**config.mk**
```make
export PLATFORM = sky130hd
export DESIGN_NAME = pe_link_packer
export DESIGN_NICKNAME = d
export VERILOG_FILES = /design/src/rtl/pe_link_packer_pkg.sv /design/src/rtl/pe_lane_buffer.sv /design/src/rtl/pe_link_packer.sv
export SDC_FILE = /design/constraint.sdc
export NUM_CORES = 1
export LEC_CHECK = 0
export CAP_MARGIN = 10
export CORE_ASPECT_RATIO = 0.8
export CORE_MARGIN = 3
export CORE_UTILIZATION = 55
export CTS_CLUSTER_SIZE = 8
export DETAILED_ROUTE_END_ITERATION = 10
export GPL_TIMING_DRIVEN = 0
export MAX_ROUTING_LAYER = met4
export PLACE_DENSITY_LB_ADDON = 0.05
export SYNTH_ARGS = -nofsm -noshare
export SYNTH_HDL_FRONTEND = slang
export SYNTH_HIERARCHICAL = 1
export SYNTH_SLANG_ARGS = --single-unit
```
**constraint.sdc**
```tcl
create_clock -name clk -period 3.7 [get_ports clk]
set_input_delay 0.74 -clock clk [delete_from_list [all_inputs] [get_ports clk]]
set_output_delay 0.74 -clock clk [all_outputs]
set_load 0.005 [all_outputs]
```
**src/rtl/pe_link_packer_pkg.sv**
```systemverilog
// rtl/pe_link_packer_pkg.sv - shared link word layout and packer FSM states
package pe_link_packer_pkg;

  // Link word layout shared by every link-facing PE tile
  localparam int PE_LINK_WIDTH    = 130;
  localparam int PE_VALID_BIT     = 129;
  localparam int PE_LAST_BIT      = 128;
  localparam int PE_PAYLOAD_WIDTH = 128;

  // IDLE: no lane held; FILL: at least one lane held
  typedef enum logic {
    ST_IDLE = 1'b0,
    ST_FILL = 1'b1
  } link_state_e;

  // Lane index width, kept at least one bit so a single-lane build still elaborates
  function automatic int lane_idx_width(input int lanes);
    return (lanes > 1) ? $clog2(lanes) : 1;
  endfunction

endpackage

```
**src/rtl/pe_lane_buffer.sv**
```systemverilog
// rtl/pe_lane_buffer.sv - lane buffer and lane counter for the link packer
module pe_lane_buffer
  import pe_link_packer_pkg::*;
#(
  parameter int IN_WIDTH = 32,
  parameter int LANES    = 4
) (
  input  logic                      clk,
  input  logic                      reset,
  input  logic                      wr_en,
  input  logic                      clear,
  input  logic [IN_WIDTH-1:0]       wr_data,
  output logic                      lane_last,
  output logic [IN_WIDTH*LANES-1:0] merged
);

  localparam int IDX_W = lane_idx_width(LANES);

  logic [IN_WIDTH*LANES-1:0] lanes_q;
  logic [IDX_W-1:0]          idx_q;

  // The word being written lands in the current lane; this is the final lane when set
  assign lane_last = (idx_q == IDX_W'(LANES - 1));

  // Held lanes with this cycle's word merged in, so an emit can include it directly
  always_comb begin
    merged = lanes_q;
    for (int i = 0; i < LANES; i++) begin
      if (wr_en && (idx_q == IDX_W'(i))) begin
        merged[i*IN_WIDTH +: IN_WIDTH] = wr_data;
      end
    end
  end

  // Clear on emit wins over a write so unwritten lanes of the next word start at zero
  always_ff @(posedge clk or negedge reset) begin
    if (!reset) begin
      lanes_q <= '0;
      idx_q   <= '0;
    end else if (clear) begin
      lanes_q <= '0;
      idx_q   <= '0;
    end else if (wr_en) begin
      lanes_q <= merged;
      idx_q   <= lane_last ? '0 : idx_q + IDX_W'(1);
    end
  end

endmodule

```
**src/rtl/pe_link_packer.sv**
```systemverilog
// rtl/pe_link_packer.sv - packs narrow stream words into valid/last-tagged link words
module pe_link_packer
  import pe_link_packer_pkg::*;
#(
  parameter int IN_WIDTH   = 32,
  parameter int LANES      = 4,
  parameter int LINK_WIDTH = PE_LINK_WIDTH
) (
  input  logic                  clk,
  input  logic                  reset,
  input  logic                  ap_start,
  input  logic [IN_WIDTH-1:0]   in_data,
  input  logic                  in_valid,
  input  logic                  in_last,
  output logic                  in_ready,
  input  logic                  flush,
  output logic [LINK_WIDTH-1:0] out_to_north,
  output logic [15:0]           out_words
);

  link_state_e               state_q;
  logic [LINK_WIDTH-1:0]     out_q;
  logic [15:0]               words_q;
  logic                      accept;
  logic                      force_last;
  logic                      lane_last;
  logic                      accept_emit;
  logic                      flush_emit;
  logic                      emit;
  logic [IN_WIDTH*LANES-1:0] merged;

  assign in_ready     = ap_start;
  assign accept       = in_valid & ap_start;
  // A flush riding on an accept closes the packet just like in_last
  assign force_last   = in_last | flush;
  assign accept_emit  = accept & (lane_last | force_last);
  // A lone flush only matters when something is buffered
  assign flush_emit   = ap_start & flush & ~accept & (state_q == ST_FILL);
  assign emit         = accept_emit | flush_emit;

  assign out_to_north = out_q;
  assign out_words    = words_q;

  pe_lane_buffer #(
    .IN_WIDTH (IN_WIDTH),
    .LANES    (LANES)
  ) u_lanes (
    .clk       (clk),
    .reset     (reset),
    .wr_en     (accept),
    .clear     (emit),
    .wr_data   (in_data),
    .lane_last (lane_last),
    .merged    (merged)
  );

  // FSM, registered link word and emit counter; valid pulses for one cycle, the rest holds
  always_ff @(posedge clk or negedge reset) begin
    if (!reset) begin
      state_q <= ST_IDLE;
      out_q   <= '0;
      words_q <= '0;
    end else begin
      out_q[PE_VALID_BIT] <= emit;
      if (emit) begin
        out_q[PE_LAST_BIT]                <= accept_emit ? force_last : 1'b1;
        out_q[PE_PAYLOAD_WIDTH-1:0]       <= merged;
        words_q                           <= words_q + 16'd1;
        state_q                           <= ST_IDLE;
      end else if (accept) begin
        state_q <= ST_FILL;
      end
    end
  end

endmodule
```
## Word level (Yosys, flattened, before mapping)

Cells that the tools add are included.

| storage, ports and cells | value |
|---|---|
| register bits | 277 |
| bits in latches | 0 |
| RAM bits | 0 |
| ROM bits | 0 |
| input bits | 38 |
| output and inout port bits | 147 |
| word-level logic and storage cells | 38 |
| memories kept | 0 |

| cells by class | value |
|---|---|
| $add $sub $neg | 2 |
| multiply operators | 0 |
| div/mod/pow operators | 0 |
| magnitude comparators | 0 |
| eq/ne operators | 3 |
| shifts and indexed selects | 0 |
| mux-type cells | 12 |
| bitwise logic cells | 9 |
| reductions and logical operators | 6 |

Operators by type and width:

| kind | number |
|---|---|
| $mux W128 | 2 |
| $mux W32 | 4 |
| $add A16 B1 Y16 const B | 1 |
| $mux W2 | 3 |
| $and A1 B1 Y1 | 5 |
| $eq A2 B2 Y1 const B | 2 |
| $logic_and A1 B1 Y1 | 4 |
| $mux W1 | 3 |
| $or A1 B1 Y1 | 3 |
| $add A2 B1 Y2 const B | 1 |
| $eq A2 B1 Y1 const B | 1 |
| $logic_not A2 Y1 | 1 |
| $reduce_bool A2 Y1 | 1 |
| $not A1 Y1 | 1 |

## Logic depth before layout (Yosys ltp)

Gate-level depths: netlist of the first run.

| logic depth | value |
|---|---|
| depth after elaboration | 6 |
| gate-level depth with buffers | 10 |

## Modules after synthesis

Netlist of the first run, hierarchy kept.

Modules (own cells, without submodules):

| module | times used | cells an instance | area each (um^2) | seq. area each (um^2) |
|---|---|---|---|---|
| pe_lane_buffer | 1 | 607 | 7453.4 | 3253.1 |
| pe_link_packer | 1 | 344 | 5586.6 | 3678.5 |

## Worst setup path after synthesis of the first run

No wires, ideal clock.

| path | value |
|---|---|
| path type | input to register |
| from | in in_last |
| to | reg u_lanes.lanes_q[16] |
| arrival | 2079 ps |
| path slack | 1541 ps |
| stages | 9 |
| buffers on the path | 5 |
| cell sequence | o211ai_1 > nand2_1 > buf_6 > buf_2 > buf_2 > buf_2 > clkbuf_1 > nand2b_1 > mux2i_1 |

| between the ends | value |
|---|---|
| cells in the longest elaborated chain, start to end | 5 |

RTL lines:

| what | RTL line | source |
|---|---|---|
| start: declaration | pe_link_packer.sv:14 | `input logic in_last,` |
| $or A1 B1 Y1 * | pe_link_packer.sv:35 | `assign force_last = in_last \| flush;` |
| $or A1 B1 Y1 * | pe_link_packer.sv:36 | `assign accept_emit = accept & (lane_last \| force_last);` |
| $and A1 B1 Y1 * | pe_link_packer.sv:36 |  |
| $or A1 B1 Y1 * | pe_link_packer.sv:39 | `assign emit = accept_emit \| flush_emit;` |
| net emit | pe_link_packer.sv:29 | `logic emit;` |
| $mux W128 / $reduce_bool A2 Y1 (equally long branches) | n/a |  |
| end signal: assignment | pe_lane_buffer.sv:44 | `lanes_q <= merged;` |
| end: declaration | pe_lane_buffer.sv:19 | `logic [IN_WIDTH*LANES-1:0] lanes_q;` |

The timed path passes the listed nets; every way through them passes the cells marked *.
A chain may end at the register's enable or synchronous reset.

## Final worst setup path of the first run

| path | value |
|---|---|
| from | reg u_lanes.idx_q[0] |
| to | reg u_lanes.lanes_q[16] |

| between the ends | value |
|---|---|
| cells in the longest elaborated chain, start to end | 5 |

RTL lines:

| what | RTL line | source |
|---|---|---|
| start: declaration | pe_lane_buffer.sv:20 | `logic [IDX_W-1:0] idx_q;` |
| start signal: assignment | pe_lane_buffer.sv:45 | `idx_q <= lane_last ? '0 : idx_q + IDX_W'(1);` |
| $eq A2 B2 Y1 * | pe_lane_buffer.sv:23 | `assign lane_last = (idx_q == IDX_W'(LANES - 1));` |
| net lane_last | pe_link_packer.sv:26 | `logic lane_last;` |
| $or A1 B1 Y1 * | pe_link_packer.sv:36 |  |
| $and A1 B1 Y1 * | pe_link_packer.sv:36 |  |
| $or A1 B1 Y1 * | pe_link_packer.sv:39 |  |
| net emit | pe_link_packer.sv:29 |  |
| $mux W128 / $reduce_bool A2 Y1 (equally long branches) | n/a |  |

The timed path passes the listed nets; every way through them passes the cells marked *. The select of a mux whose other input is x is not followed.

==> flow_summary.json, run 1 <==
{
  "status": "completed",
  "cts_resized": 0,
  "ant_nets": 0,
  "yosysWarnings": 6,
  "crit_cells": 10,
  "cts_hold_buf": 0,
  "detail_route.iter0.violations": 494,
  "die_w_um": 178,
  "fillers": 1587,
  "synth_edf_count": 0,
  "start_util": 0.570,
  "relSlewSlack": 0.546,
  "row_count": 49,
  "max_freq_ghz": 0.320,
  "r2r_end": "u_lanes/lanes_q[16]$_DFFE_PN0P_",
  "worst_slew_pin_slew_ns": 0.681,
  "synth_ff_type": "dfrtp_1",
  "syn_avg_cell_area_um2": 13.7,
  "grt_overflow": 0,
  "postSynth.asyncResetShare": 1.00,
  "timing.critical_path.mode_cell": "buf_2",
  "cts_sinks": 277,
  "path_clk_slew_ns": 0.05,
  "finalSetupViolCount": 0,
  "cp.required_ns": 4.07,
  "cp_num_buf_inv": 5,
  "vias": 8185,
  "dieArea_um2": 25600,
  "grt_pass1_vias": 8693,
  "drc": 0,
  "drt_pass1_iterations": 4,
  "h-tree-depth": 2,
  "crit_path_max_fanout": 11,
  "clk_path_buf_depth": 3,
  "crit_family": "buffers and inverters",
  "finalClockSkew_ns": 0.0134,
  "worst-r2r-cell-count": 10,
  "rsz0062_at_grt": "no",
  "gp_congestion": 0.807,
  "leakagePower_nw": 8.12,
  "netlist_area_um2": 13000,
  "post-route-period-util": 0.845,
  "worstSetupEndpointType": "register",
  "grt_usage": 0.259,
  "ioPinCount": 185,
  "finalPower_mw": 8.91,
  "tritoncts": "built",
  "r2r_slack_ns": 0.57,
  "wl_um": 31500,
  "cts_setup_buffers": 0,
  "synth_cells": 951,
  "fin_nets": 1222,
  "clock_latency_ns": 0.51,
  "multi_input_area_um2": 5720,
  "cts-root-buf": "clkbuf_16",
  "cpPeakStageDelay_ns": 0.50,
  "worst_slack_ns": 0.574,
  "syn-num-nets": 994,
  "dp_slack_ns": 0.106,
  "power.density_nw_per_um2": 545,
  "crit_path_end": "u_lanes/lanes_q[16]$_DFFE_PN0P_",
  "core_area_um2": 22900,
  "crit_slowest_cell": "clkbuf_1",
  "path_class": "reg -> reg",
  "portBuffers": 184,
  "arrival_ns": 3.49,
  "cts_made_buffers": 40,
  "ir_worst_vdd_mv": 0.328,
  "ys_seq_elements": 277,
  "seq_area_um2": 6930,
  "syn_to_final_growth_pct": 25.4,
  "yosysUniqueCellTypes": 27,
  "cp-start-kind": "register",
  "antennaDiodeCount": 0,
  "cap_violations": 0,
  "wl_per_cell_um": 21.2,
  "synth_seq_area_share": 0.532,
  "cp-startpoint": "u_lanes/idx_q[0]$_DFFE_PN0P_",
  "die_h_um": 144,
  "report.final.slew_viol_count": 0,
  "finalCriticalPeriod_ns": 3.13,
  "grt_first_pass_wirelength_um": 49900,
  "layout-drive-gt1-share": 0.293,
  "hold_path.class": "in -> async",
  "hold_viol": 0,
  "antenna_found_initial": 0,
  "viasPerCell": 5.51,
  "grt_max_degree": 109,
  "r2r-start": "u_lanes/idx_q[0]$_DFFE_PN0P_",
  "worstPathCellList": "ha_1, o211ai_1, nand2_1, buf_6, buf_2, buf_2, buf_2, clkbuf_1, nand2b_1, mux2i_1",
  "dp_hpwl_um": 21100
}
[per-stage QoR]
step	setup TNS, ns	cell area, um2	util	std cells	hold WS [ns]
after floorplan	0	13000	-	951	0.444
after global placement	-2835.69	15300	0.668	1441	0.460
after detailed placement	0	15300	0.670	1443	0.469
after CTS	0	16400	0.715	1485	0.256
after global routing	0	16400	0.715	1485	0.274
final	0	16400	0.715	1485	0.227
[cells in the mapped netlist (all sizes together), types with 2 or more instances]
cell type    n  share of area
o211ai       2         0.0015
inv          2        0.00058
xnor2       14         0.0094
xor2         2         0.0013
mux2       257           0.23
buf         46          0.025
ha           5         0.0048
nand2        9         0.0049
mux2i      129          0.099
and2         4         0.0019
nand2b     160          0.077
dfrtp      277           0.53
clkbuf      16         0.0046
nor2         7         0.0020
nand4        6         0.0029
and4         2         0.0013
and3         3         0.0014
nand3        7         0.0027
[worst min path at each step]
stage / from / cells past startpoint / slack (ns) / to
floorplan: reset / 0 / 0.44 / out_to_north[0]$_DFFE_PN0P_
global placement: out_words[15]$_DFFE_PN0P_ / 1 / 0.46 / out_words[15]$_DFFE_PN0P_
detailed placement: out_words[15]$_DFFE_PN0P_ / 1 / 0.47 / out_words[15]$_DFFE_PN0P_
CTS: reset / 1 / 0.26 / u_lanes/lanes_q[91]$_DFFE_PN0P_
global route: reset / 1 / 0.27 / out_to_north[90]$_DFFE_PN0P_
finish: reset / 1 / 0.23 / u_lanes/lanes_q[91]$_DFFE_PN0P_
[where the power goes]
part	internal (mW)	total, mW	leakage (nW)	switching, mW
Clock	1.93	3.13	0.509	1.20
Combinational	1.20	1.99	3.84	0.794
Sequential	3.50	3.78	3.77	0.288
[cell families (layout without fill, tap and decap cells)]
group / Yosys count / after routing / share of synthesized area
xor+xnor: 16 / 16 / 0.0107
mux: 386 / 386 / 0.326
buf+inv: 64 / 292 / 0.0300
flops: 277 / 277 / 0.532
fa+ha+maj: 5 / 5 / 0.00480
compound gates: 4 / 4 / 0.00240
simple gates: 199 / 199 / 0.0943
[cell type report]
type | count | share of cell area
inverter | 2 | 0.000459
timing repair buffer | 186 | 0.116
sequential | 277 | 0.424
clock buffer | 41 | 0.0627
buffer | 62 | 0.0235
clock inverter | 1 | 0.000306
tap | 306 | 0.0234
multi-input combinational | 610 | 0.350
[cell usage in the layout, fill, tap and decap left out, drive strengths merged]
cell type      netlist  layout
a21oi                1       1
a31oi                1       1
and2                 4       4
and3                 3       3
and4                 2       2
buf                 46      49
clkbuf              16      57
clkdlybuf4s50        0     183
clkinv               0       1
dfrtp              277     277
ha                   5       5
inv                  2       2
mux2               257     257
mux2i              129     129
nand2                9       9
nand2b             160     160
nand3                7       7
nand4                6       6
nor2                 7       7
nor3                 1       1
o211ai               2       2
xnor2               14      14
xor2                 2       2
[sequential cells by signal, summed over array words and instances (netlist names)]
signal           flops
out_to_north       130
out_words           16
state_q              1
u_lanes/idx_q        2
u_lanes/lanes_q    128
[metal layers]
layer / track usage / share of wire / vias to the layer above
met5: - / 0 / -
li1: - / - / 3751
met1: 0.381 / 0.49 / 4185
met4: 0.0611 / 0.017 / 0
met3: 0.0359 / 0.042 / 49
met2: 0.384 / 0.45 / 200
[worst reg2reg max path, cell delays in order, from the launching register on]
cell	delay, ns
dfrtp_1	0.41
ha_1	0.35
o211ai_1	0.15
nand2_1	0.23
buf_6	0.22
buf_2	0.29
buf_2	0.29
buf_2	0.29
clkbuf_1	0.50
nand2b_1	0.19
mux2i_1	0.07
No activity file was read; power rests on OpenSTA's default activity.
==> run 2: changes to the inputs <==
==> constraint.sdc (replaced) <==
create_clock -name clk -period 3.25 [get_ports clk]
set_input_delay 0.65 -clock clk [delete_from_list [all_inputs] [get_ports clk]]
set_output_delay 0.65 -clock clk [all_outputs]
set_load 0.005 [all_outputs]
==> run 2 against run 1 <==
Effect of this change: power up 14%; fmax up 1.1%; utilization about the same; flip-flop and latch count unchanged; final area about the same.
==> flow_summary.json, run 2 (synthesis gave the netlist of run 1 again) <==
{
  "power.density_nw_per_um2": 620,
  "wl_per_cell_um": 21.2,
  "clk_path_buf_depth": 3,
  "dr_wl_met3_um": 1420,
  "final_cell_mix": "277 x dfrtp_1, 231 x mux2_2, 183 x clkdlybuf4s50_1, 160 x nand2b_1, 129 x mux2i_1",
  "relSlewSlack": 0.546,
  "fillers": 1586,
  "die_h_um": 144,
  "r2r_end": "u_lanes/lanes_q[55]$_DFFE_PN0P_",
  "h-tree-depth": 2,
  "path_class": "reg -> reg",
  "seq_area_um2": 6930,
  "cts-root-buf": "clkbuf_16",
  "status": "completed",
  "largest_reg_flops": 130,
  "timing.hold.ws_ns": 0.136,
  "finalClockSkew_ns": 0.0126,
  "path_clk_slew_ns": 0.05,
  "tritoncts": "built",
  "place_inst": 1443,
  "grt_usage": 0.259,
  "routedLengthMet1_um": 15300,
  "cp-startpoint": "u_lanes/idx_q[0]$_DFFE_PN0P_",
  "post-route-period-util": 0.951,
  "portBuffers": 184,
  "ir_worst_vdd_mv": 0.374,
  "viasPerCell": 5.52,
  "gp_congestion": 0.807,
  "syn_to_final_growth_pct": 25.4,
  "core_area_um2": 22900,
  "grt_first_pass_wirelength_um": 49900,
  "worst-r2r-cell-count": 10,
  "layout-drive-gt1-share": 0.293,
  "top_layer_used": "met4",
  "finalCriticalPeriod_ns": 3.09,
  "die_w_um": 178,
  "cap_violations": 0,
  "drc": 0,
  "leakagePower_nw": 8.12,
  "hold_viol": 0,
  "detail_route.iter0.violations": 495,
  "multi_input_area_um2": 5720,
  "grt_overflow": 0,
  "grt_max_degree": 109,
  "ioPinCount": 185,
  "finalSetupViolCount": 0,
  "fin_cells": 1485,
  "vias": 8198,
  "hold_path.class": "in -> async",
  "wl_um": 31500,
  "r2r_slack_ns": 0.16,
  "start_util": 0.570,
  "cts_sinks": 277,
  "row_count": 49,
  "cts_made_buffers": 40,
  "dieArea_um2": 25600,
  "fin_nets": 1222,
  "rsz0062_at_grt": "no",
  "clock_latency_ns": 0.51,
  "drt_pass1_iterations": 4,
  "antenna_found_initial": 0,
  "cp.required_ns": 3.62,
  "worst_slew_pin_slew_ns": 0.681,
  "crit_path_max_fanout": 11,
  "final_common_cell": "dfrtp_1",
  "crit_path_end": "u_lanes/lanes_q[55]$_DFFE_PN0P_",
  "antennaDiodeCount": 0,
  "dp_hpwl_um": 21100,
  "r2r-start": "u_lanes/idx_q[0]$_DFFE_PN0P_",
  "cp-start-kind": "register",
  "report.final.slew_viol_count": 0,
  "max_freq_ghz": 0.324,
  "grt_pass1_vias": 8693,
  "cts_setup_buffers": 0,
  "dr_wl_met2_um": 14300,
  "arrival_ns": 3.46,
  "ant_nets": 0,
  "worstSetupEndpointType": "register"
}
[run 2: cell counts in the layout (fill, tap and decap cells not counted)]
No cell type changed its count.
[run 2: report_power, final]
group	internal [mW]	switching (mW)
Combinational	1.36	0.903
Clock	2.20	1.37
Sequential	3.98	0.327
Total	7.54	2.60
[run 2: cell type report]
cell class | instances | share of cell area
plain buffers | 62 | 0.0236
clock buffers | 41 | 0.0627
clock inverters | 1 | 0.000306
inverters | 2 | 0.000459
multi-input cells | 610 | 0.349
flip-flops and latches | 277 | 0.424
well taps | 306 | 0.0234
repair buffers | 186 | 0.116
[run 2: metrics by stage]
| step | setup slack (ns) | TNS (ns) | cell area (um2) | power, mW | utilization |
|---|---|---|---|---|---|
| after floorplan | 1.16 | 0 | 13000 | 5.43 | - |
| after global placement | -10.63 | -2945.96 | 15300 | 6.58 | 0.668 |
| after detailed placement | -0.254 | -12.49 | 15300 | 6.62 | 0.670 |
| after CTS | 0.120 | 0 | 16400 | 10.2 | 0.715 |
| after global routing | 0.000667 | 0 | 16400 | 10.6 | 0.715 |
| final | 0.160 | 0 | 16400 | 10.1 | 0.715 |
[run 2: critical path, stage by stage, from the launching register on]
cell      delay (ns)
dfrtp_1         0.41
ha_1            0.35
o211ai_1        0.15
nand2_1         0.23
buf_6           0.21
buf_2           0.29
buf_2           0.28
buf_2           0.29
clkbuf_1        0.48
nand2b_1        0.19
mux2i_1         0.07
[run 2: worst min-delay path by stage]
stage                               from                               to
2_1_floorplan                      reset      out_to_north[0]$_DFFE_PN0P_
3_3_place_gp   out_words[15]$_DFFE_PN0P_        out_words[15]$_DFFE_PN0P_
3_5_place_dp   out_words[15]$_DFFE_PN0P_        out_words[15]$_DFFE_PN0P_
4_1_cts                            reset  u_lanes/lanes_q[91]$_DFFE_PN0P_
5_1_grt                            reset     out_to_north[90]$_DFFE_PN0P_
6_report                           reset  u_lanes/lanes_q[91]$_DFFE_PN0P_
[run 2: repair_timing]
action	4_1_cts	5_1_grt
hold buffers	0	0
endpoints found under the setup margin	0	6
gates resized for setup	0	2
[run 2: per-layer routing]
| metal | GRT usage | vias up |
|---|---|---|
| met5 | - | - |
| met4 | 0.0611 | 0 |
| met3 | 0.0359 | 49 |
| met2 | 0.384 | 199 |
| met1 | 0.381 | 4200 |
| li1 | - | 3750 |
==> run 3: changes to the inputs <==
--- a/config.mk
+++ b/config.mk
@@ -5,13 +5,13 @@
 export SDC_FILE = /design/constraint.sdc
 export NUM_CORES = 1
 export LEC_CHECK = 0
+export ABC_AREA = 1
 export CAP_MARGIN = 10
 export CORE_ASPECT_RATIO = 0.8
 export CORE_MARGIN = 3
 export CORE_UTILIZATION = 55
 export CTS_CLUSTER_SIZE = 8
 export DETAILED_ROUTE_END_ITERATION = 10
-export GPL_TIMING_DRIVEN = 0
 export MAX_ROUTING_LAYER = met4
 export PLACE_DENSITY_LB_ADDON = 0.05
 export SYNTH_ARGS = -nofsm -noshare
==> run 3 against run 2 <==
Effect of this change: final area fell by 4.1%; worst setup slack improved by 0.78 ns; non-clock buffer count fell by 39; die area fell by 2.9%; final cell count rose by 44%; wire length rose by 2.6%; critical path depth fell by 8; worst hold slack improved by 0.0013 ns; flip-flop and latch count did not move; combinational power rose by 22%; clock-buffer cell count did not move; critical path type is now in -> out; highest routed layer unchanged.
==> flow_summary.json, run 3 <==
{
  "grt_first_pass_wirelength_um": 52600,
  "synth_edf_count": 0,
  "relSlewSlack": 0.509,
  "timing.hold.ws_ns": 0.138,
  "ioPinCount": 185,
  "rsz0062_at_grt": "no",
  "synth_ff_type": "dfrtp_1",
  "grt_usage": 0.273,
  "viasPerCell": 4.91,
  "die_h_um": 142,
  "synth.most_common_cell": "nand2_1",
  "synth_top_cell_area_share": 0.548,
  "synth_area_leader_cell": "dfrtp_1",
  "cts_sinks": 277,
  "timing.critical_path.mode_cell": "clkdlybuf4s50_1",
  "power.density_nw_per_um2": 694,
  "worstSetupEndpointType": "primary output",
  "crit_family": "buffers and inverters",
  "finalCriticalPeriod_ns": 2.31,
  "path_class": "in -> out",
  "fin_nets": 1878,
  "wl_per_cell_um": 15.1,
  "cp-start-kind": "input port",
  "ys_seq_elements": 277,
  "syn-num-nets": 1716,
  "cts_hold_buf": 0,
  "post-route-period-util": 0.711,
  "synth_seq_area_share": 0.548,
  "largest_reg_flops": 130,
  "finalPower_mw": 10.9,
  "synth_cells": 1673,
  "hold_viol": 0,
  "crit_slowest_cell": "clkdlybuf4s50_1",
  "postSynth.asyncResetShare": 1.00,
  "h-tree-depth": 2,
  "arrival_ns": 1.66,
  "antennaDiodeCount": 0,
  "row_count": 48,
  "cts_resized": 0,
  "start_util": 0.572,
  "portBuffers": 184,
  "ant_nets": 0,
  "yosysWarnings": 6,
  "final_common_cell": "nand2_1",
  "wl_um": 32300,
  "cpPeakStageDelay_ns": 0.51,
  "finalClockSkew_ns": 0.00933,
  "gp_congestion": 0.832,
  "drt_pass1_iterations": 5,
  "path_clk_slew_ns": 0.05,
  "tritoncts": "built",
  "fillers": 1841,
  "synth_commonest_cells": "688 x nand2_1, 314 x inv_1, 277 x dfrtp_1, 140 x nand3_1, 136 x nor2_1",
  "antenna_found_initial": 0,
  "report.final.slew_viol_count": 0,
  "grt_max_degree": 90,
  "cp.required_ns": 2.60,
  "max_freq_ghz": 0.433,
  "crit_path_max_fanout": 3,
  "dp_hpwl_um": 20400,
  "cts_setup_buffers": 0,
  "clk_path_buf_depth": 3,
  "status": "completed",
  "die_w_um": 176,
  "yosysUniqueCellTypes": 17,
  "drc": 0,
  "ir_worst_vdd_mv": 0.378,
  "final_cell_mix": "687 x nand2_1, 313 x inv_1, 277 x dfrtp_1, 183 x clkdlybuf4s50_1, 140 x nand3_1",
  "leakagePower_nw": 9.30,
  "cts-root-buf": "clkbuf_16",
  "worst_slew_pin_slew_ns": 0.736,
  "vias": 10500,
  "cts_made_buffers": 40,
  "fin_tns_setup_ns": 0,
  "hold_path.class": "in -> async",
  "cap_violations": 0,
  "core_area_um2": 22100,
  "grt_overflow": 0,
  "layout-drive-gt1-share": 0.0392,
  "dieArea_um2": 24900,
  "syn_avg_cell_area_um2": 7.56,
  "synth_area_leaders": "dfrtp_1 55%, nand2_1 20%, inv_1 9.3%, nand3_1 5.5%, nor2_1 4.0%",
  "worstPathCellList": "clkdlybuf4s50_1, clkdlybuf4s50_1",
  "netlist_area_um2": 12600,
  "detail_route.iter0.violations": 936,
  "cp_num_buf_inv": 2,
  "grt_pass1_vias": 9873,
  "finalSetupViolCount": 0,
  "clock_latency_ns": 0.51,
  "syn_to_final_growth_pct": 24.1
}
==> run 3: layout make-up <==
class                           count  area, um2  share of cell area
Clock buffer                       41       1030              0.0654
Clock inverter                      1       5.00            0.000319
Inverter                          315       1190              0.0757
Multi-Input combinational cell    992       4030               0.257
Sequential cell                   277       6930               0.442
Tap cell                          300        375              0.0239
Timing Repair Buffer              209       2130               0.136
==> run 3: cells by family after synthesis <==
| family | after synthesis | synth area share |
|---|---|---|
| adders and majority gates | 5 | 0.00495 |
| AOI/OAI and AO/OA | 1 | 0.000693 |
| buffers and inverters | 404 | 0.134 |
| and+or+nand+nor | 978 | 0.307 |
| DFF | 277 | 0.548 |
| xor gates and xnor gates | 8 | 0.00554 |
==> run 3: metal layers <==
metal | global-route usage | wire length, um
met1 | 0.406 | 15200
met2 | 0.389 | 14200
met5 | - | 0
met3 | 0.0527 | 2270
met4 | 0.0662 | 648
==> run 3: final timing paths <==
| path | start | endpoint | slack (ns) | cells past startpoint |
|---|---|---|---|---|
| worst max-delay path | ap_start | in_ready | 0.94 | 2 |
| worst min-delay path | reset | out_to_north[27]$_DFFE_PN0P_ | 0.14 | 1 |
| worst max register to register | u_lanes/idx_q[1]$_DFFE_PN0P_ | out_to_north[44]$_DFFE_PN0P_ | 1.11 | 9 |
| worst min register to register | out_to_north[17]$_DFFE_PN0P_ | out_to_north[17]$_DFFE_PN0P_ | 0.46 | 2 |
| max in group asynchronous | reset | out_words[5]$_DFFE_PN0P_ | 2.31 | 2 |
| min in group clk | out_to_north[17]$_DFFE_PN0P_ | out_to_north[17]$_DFFE_PN0P_ | 0.46 | 2 |
==> run 3: per-stage QoR <==
stage          utilization  worst slack [ns]  cell area [um2]  instances
6_report             0.710             0.938            15700       2135
4_1_cts              0.710             0.932            15700       2135
3_5_place_dp         0.663             0.655            14700       2093
2_1_floorplan            -              1.37            12600       1673
5_1_grt              0.710             0.902            15700       2135
3_3_place_gp         0.663             0.742            14700       2093
==> run 3: power by group <==
group	total [mW]	internal [mW]	switching [mW]
clock	3.56	2.20	1.37
combinational	2.76	1.31	1.45
sequential	4.56	4.16	0.393
